===== src/rtl/key_request_arbiter_pkg.sv =====
// rtl/key_request_arbiter_pkg.sv - shared types and round-robin pick helper for the key request arbiter
//
// Purpose: FSM state type and the round-robin selection function used by
//          key_request_arbiter.
// Contents:
//   state_t  - IDLE (nothing offered) / OFFER (grant presented, waiting for ready)
//   MAX_N    - widest requester vector rr_pick accepts
//   rr_pick  - first set bit of pend, scanning from (last+1) mod n upward with wrap

package key_arb_pkg;

  typedef enum logic {IDLE, OFFER} state_t;

  localparam int MAX_N = 32;

  // Callers zero-extend their pending vector to MAX_N bits and pass their
  // own requester count in n; the result is truncated to the caller's IDW.
  // When nothing is pending the function returns 0; callers only use the
  // result when at least one bit is set.
  function automatic int rr_pick(input logic [MAX_N-1:0] pend, input int last, input int n);
    int  idx;
    int  pick;
    bit  found;
    pick  = 0;
    found = 1'b0;
    for (int k = 1; k <= MAX_N; k++) begin
      if (!found && k <= n) begin
        idx = last + k;
        if (idx >= n) idx = idx - n;
        if (pend[idx]) begin
          pick  = idx;
          found = 1'b1;
        end
      end
    end
    return pick;
  endfunction

endpackage


===== src/rtl/key_request_arbiter_if.sv =====
// rtl/key_request_arbiter_if.sv - valid/ready grant handshake between arbiter and consumer
//
// Purpose: carries one grant offer from the arbiter to the shared consumer.
// Signals:
//   grant_valid  arbiter -> consumer  an offer is presented on grant_id
//   grant_id     arbiter -> consumer  index of the granted key, stable while grant_valid=1
//   grant_ready  consumer -> arbiter  consumer accepts the current offer this cycle
// Modports: master = arbiter side, slave = consumer side.

interface key_request_arbiter_if #(
  parameter int IDW = 2
);

  logic           grant_valid;
  logic [IDW-1:0] grant_id;
  logic           grant_ready;

  modport master (
    output grant_valid,
    output grant_id,
    input  grant_ready
  );

  modport slave (
    input  grant_valid,
    input  grant_id,
    output grant_ready
  );

endinterface


===== src/rtl/key_request_arbiter_edge.sv =====
// rtl/key_request_arbiter_edge.sv - per-key rising-edge detector
//
// Purpose: turns N key levels into one-cycle edge strobes.
// Ports:
//   clk       in   1  system clock
//   reset     in   1  synchronous, active-low
//   key_in    in   N  key levels, already synchronized to clk
//   key_edge  out  N  1 for the cycle a key goes from 0 to 1

module key_edge_detect #(
  parameter int N = 4
) (
  input  logic         clk,
  input  logic         reset,
  input  logic [N-1:0] key_in,
  output logic [N-1:0] key_edge
);

  logic [N-1:0] key_q;

  // key_q clears on reset so a key held through reset release still
  // produces exactly one edge afterwards.
  always_ff @(posedge clk) begin
    if (!reset) begin
      key_q <= '0;
    end else begin
      key_q <= key_in;
    end
  end

  assign key_edge = key_in & ~key_q;

endmodule


===== src/rtl/key_request_arbiter.sv =====
// rtl/key_request_arbiter.sv - one-shot key requests shared round-robin over a valid/ready grant
//
// Purpose: edge-detects N keys, queues one pending request per key and
//          offers them one at a time to a single consumer, round-robin.
// Ports:
//   clk      in      1   system clock
//   reset    in      1   synchronous, active-low
//   key_in   in      N   key levels, already synchronized to clk
//   grant    master  -   grant_valid / grant_id / grant_ready handshake
//   pending  out     N   per-key queued-request flags (registered)
//   dropped  out     1   1-cycle pulse: an edge arrived on a key already pending

module key_request_arbiter
  import key_arb_pkg::*;
#(
  parameter  int N   = 4,
  localparam int IDW = $clog2(N)
) (
  input  logic                  clk,
  input  logic                  reset,
  input  logic [N-1:0]          key_in,
  key_request_arbiter_if.master grant,
  output logic [N-1:0]          pending,
  output logic                  dropped
);

  state_t         state;
  logic [IDW-1:0] last;
  logic           grant_valid_r;
  logic [IDW-1:0] grant_id_r;
  logic [N-1:0]   key_edge;
  logic [N-1:0]   clr;

  key_edge_detect #(.N(N)) u_edge (
    .clk      (clk),
    .reset    (reset),
    .key_in   (key_in),
    .key_edge (key_edge)
  );

  // One-hot clear for the key whose offer is being accepted this cycle.
  always_comb begin
    clr = '0;
    if (grant_valid_r && grant.grant_ready) begin
      clr[grant_id_r] = 1'b1;
    end
  end

  always_ff @(posedge clk) begin
    if (!reset) begin
      pending       <= '0;
      dropped       <= 1'b0;
      state         <= IDLE;
      last          <= IDW'(N - 1);
      grant_valid_r <= 1'b0;
      grant_id_r    <= '0;
    end else begin
      // A fresh edge wins over a same-cycle clear, so a re-press that
      // lands on the handshake cycle is kept as a new request.
      pending <= key_edge | (pending & ~clr);
      dropped <= |(key_edge & pending & ~clr);

      case (state)
        IDLE: begin
          if (|pending) begin
            grant_id_r    <= IDW'(rr_pick(MAX_N'(pending), int'(last), N));
            grant_valid_r <= 1'b1;
            state         <= OFFER;
          end
        end
        OFFER: begin
          // Offer is held indefinitely until the consumer accepts it.
          if (grant.grant_ready) begin
            grant_valid_r <= 1'b0;
            last          <= grant_id_r;
            state         <= IDLE;
          end
        end
        default: begin
          state         <= IDLE;
          grant_valid_r <= 1'b0;
        end
      endcase
    end
  end

  assign grant.grant_valid = grant_valid_r;
  assign grant.grant_id    = grant_id_r;

endmodule


===== src/flat_wrapper.sv =====
// flat-port wrapper written by rule: the top's interface ports become plain ports
module key_request_arbiter_flat import key_arb_pkg::*;
#(
  parameter  int N   = 4,
  localparam int IDW = $clog2(N)
)
  (clk, reset, key_in, pending, dropped, grant_grant_valid, grant_grant_id, grant_grant_ready);
  key_request_arbiter_if #(.IDW((2))) grant_i ();
  input  logic clk;
  input  logic reset;
  input  logic [N-1:0] key_in;
  output logic [N-1:0] pending;
  output logic dropped;
  output wire logic [$bits(grant_i.grant_valid)-1:0] grant_grant_valid;
  output wire logic [$bits(grant_i.grant_id)-1:0] grant_grant_id;
  input wire logic [$bits(grant_i.grant_ready)-1:0] grant_grant_ready;
  assign grant_grant_valid = grant_i.grant_valid;
  assign grant_grant_id = grant_i.grant_id;
  assign grant_i.grant_ready = grant_grant_ready;
  key_request_arbiter #(.N(N)) u_core (.clk(clk), .reset(reset), .key_in(key_in), .grant(grant_i), .pending(pending), .dropped(dropped));
endmodule

===== config.mk =====
export PLATFORM = sky130hd
export DESIGN_NAME = key_request_arbiter_flat
export DESIGN_NICKNAME = d
export VERILOG_FILES = /design/src/rtl/key_request_arbiter_pkg.sv /design/src/rtl/key_request_arbiter_if.sv /design/src/rtl/key_request_arbiter_edge.sv /design/src/rtl/key_request_arbiter.sv /design/src/flat_wrapper.sv
export SDC_FILE = /design/constraint.sdc
export NUM_CORES = 1
export LEC_CHECK = 0
export CAP_MARGIN = 10
export CORE_MARGIN = 3
export CORE_UTILIZATION = 30
export DETAILED_ROUTE_END_ITERATION = 10
export GPL_ROUTABILITY_DRIVEN = 0
export SLEW_MARGIN = 40
export SYNTH_ARGS = -nofsm -noshare
export SYNTH_HDL_FRONTEND = slang
export SYNTH_SLANG_ARGS = --single-unit
export TNS_END_PERCENT = 30

===== constraint.sdc =====
create_clock -name clk -period 3.3 [get_ports clk]
set_input_delay 0.66 -clock clk [delete_from_list [all_inputs] [get_ports clk]]
set_output_delay 0.66 -clock clk [all_outputs]
set_load 0.005 [all_outputs]

==> out/qor.csv <==
metric,value,unit
Critical path origin,u_core.last[0],
Vias/cell,5.32,
Post-CTS Hold Buffers,0,
largest net degree at the start of global routing,18,
CTS Sinks,15,
# fillers,248,
final wirelength,1750,um
RSZ-0062 raised after global routing,false,
die boundary height,58.5,um
antenna cell count,0,
DP Area,988,um^2
Worst Min Path Start,u_core.state,
Synth cell types,34,
initial antenna violation count,0,
gr usage total,0.110,
internal power,315,uW
CTS tree,built,
net load switching power,142,uW
fin worst setup slack,1160,ps
Worst Path Arrival,2300,ps
nets,120,
minimum clock period,2140,ps
crit path max fanout,12,
fin. max-slew vios,0,
hpwl dp,1350,um
syn_area_per_cell,9.07,um^2
Hold Path Class,flip-flop to flip-flop,
CTS Buf Count,3,
Total Power,457,uW
Final Cell Area,1020,um^2
core area,2540,um^2
clk_lat worst skew,290,ps
CP Data Required Time,3460,ps
share of cells above drive strength 1,0.112,
num rows,18,
final setup fails,0,
switch share,0.310,
Die W,58.5,um
status,finished clean,
kind of critical path,flip-flop to flip-flop,
CTS max path bufs,2,
Initial Utilization,0.324,
Reg-to-Reg Start,u_core.last[0],
Gate Count Post-Synth,91,
H-tree Lvls,1,
Max Fclk,468,MHz
global route total overflow,0,
Setup TNS Final,0,ps
Pwr per Cell Area,450,nW/um^2
"Hold Vio Cnt, Final",0,
clock skew,8.68,ps
Setup Slack @ Placement,1170,ps
syn nets,103,
first-pass GRT wire length,2980,um
Synth top area share,0.364,
DIE AREA,3420,um^2
CTS resizes,0,
Slew headroom,0.665,
Setup crit start kind,flip-flop,
Detailed Routing Iterations Pass 1,4,
Reg2Reg Depth,7,
reg-to-reg endpoint,u_core.grant.grant_id[1],
Detail Route Antenna Nets,0,
Ys Warns,0,
largest area contributor in the netlist,dfxtp_1,
Worst Tran Pin Value,500,ps
io pins,15,
logic gate share of total power,0.283,
"Reg clk slew, reported paths",100,ps
period utilization,0.647,
sequential share of power,0.482,
dominant cells by area after synthesis,"dfxtp_1 (36%), ha_1 (7.6%), o22ai_1 (4.5%)",
average routed wire per standard cell,12.8,um
post-layout util,0.399,
Static Leakage,0.430,nW
Max Cap Viol,0,
post-CTS setup buffer count,0,
DRC viols,0,
routed via count,729,
VDD IR max,0.253,mV
Critical Path Sink Type,flip-flop,
register-to-register setup slack,1160,ps
Root Driver,clkbuf_4,
Synth Cell Area,826,um^2
worst setup path end,u_core.grant.grant_id[1],
synthesis-stage register bit count,15,
initial DRC count,17,
Area Growth Syn to Fin,23.0,%
clock share of power,0.235,
vias in the first global route,709,
# port buffers,14,
sequential area share after synthesis,0.364,
area by class of cell:
cell class	count	area (um^2)	area share
Timing Repair Buffer	14	140	0.138
Clock inverter	1	5.00	0.00493
Inverter	5	18.8	0.0185
Clock buffer	3	22.5	0.0222
Sequential cell	15	300	0.296
Multi-Input combinational cell	69	492	0.484
Tap cell	30	37.5	0.0369
cells in the final DEF (no fill, tap or decap), drive strengths merged, types with 2 or more instances in the layout:
master         instances
a21oi                  2
dfxtp                 15
clkbuf                 3
ha                     5
o21a                   3
nand2                  6
and2                   4
o21ai                  5
nor2                   4
clkdlybuf4s50         14
a21boi                 4
o211ai                 2
a21o                   2
nand3                  4
nand2b                 4
o22ai                  6
mux2i                  4
inv                    5
critical path, cell delays in order, from the launching register on:
cell and delay, ps:
dfxtp_1 640, inv_1 170, ha_1 380, a21bo_2 240, o22a_2 180, o21a_1 110, a32oi_1 200, a31oi_1 100
how the worst min path moves through the flow:
stage | end | slack, ps | cells past startpoint
finish | u_core.state | 490 | 2
detailed placement | u_core.state | 470 | 2
CTS | u_core.state | 490 | 2
global placement | u_core.state | 460 | 2
floorplan | u_core.state | 450 | 2
global route | u_core.state | 510 | 2
power groups by stage:
stage	registers, mW	logic (mW)	clock network (mW)
4_1_cts	0.221	0.129	0.110
3_5_place_dp	0.225	0.129	0
6_report	0.221	0.129	0.107
2_1_floorplan	0.218	0.0875	0
5_1_grt	0.224	0.143	0.113
3_3_place_gp	0.225	0.127	0
state kept, by name, summed over array words and instances, names as in the netlist:
name and count:
u_core.last 2, u_core.grant.grant_valid 1, u_core.grant.grant_id 2, u_core.state 1, u_core.u_edge.key_q 4, u_core.dropped 1
u_core.pending 4
Yosys cell counts, drive strengths merged:
cell / count
a211o: 1
a211oi: 1
a21bo: 1
a21boi: 4
a21o: 2
a21oi: 2
a31oi: 1
a32o: 1
a32oi: 1
and2: 4
and2b: 1
buf: 1
clkbuf: 1
dfxtp: 15
ha: 5
inv: 5
mux2i: 4
nand2: 6
nand2b: 4
nand3: 4
nand3b: 1
nand4: 1
nor2: 4
nor2b: 1
nor4: 1
o211ai: 2
o21a: 3
o21ai: 5
o21ba: 1
o22a: 1
o22ai: 6
or2: 1
routing by layer:
metal / GRT usage / share of wire / vias to the layer above
met4: 0.0596 / 0.016 / 0
met5: 0 / 0 / -
met1: 0.140 / 0.47 / 331
met2: 0.177 / 0.47 / 28
met3: 0.0197 / 0.051 / 6
li1: - / - / 364
through the flow:
step	instances	hold slack [ps]
2_1_floorplan	91	449
3_3_place_gp	133	458
3_5_place_dp	133	473
4_1_cts	137	488
5_1_grt	137	510
6_report	137	486
kinds of logic (layout without fill, tap and decap cells):
logic type	after synthesis	after routing	share of synthesized area
and+or+nand+nor	28	28	0.182
buffers and inverters	7	23	0.0409
adders and majority gates	5	5	0.0758
muxes	4	4	0.0530
DFF	15	15	0.364
AOI/OAI and AO/OA	32	32	0.285
(Power assumes the default switching activity.)
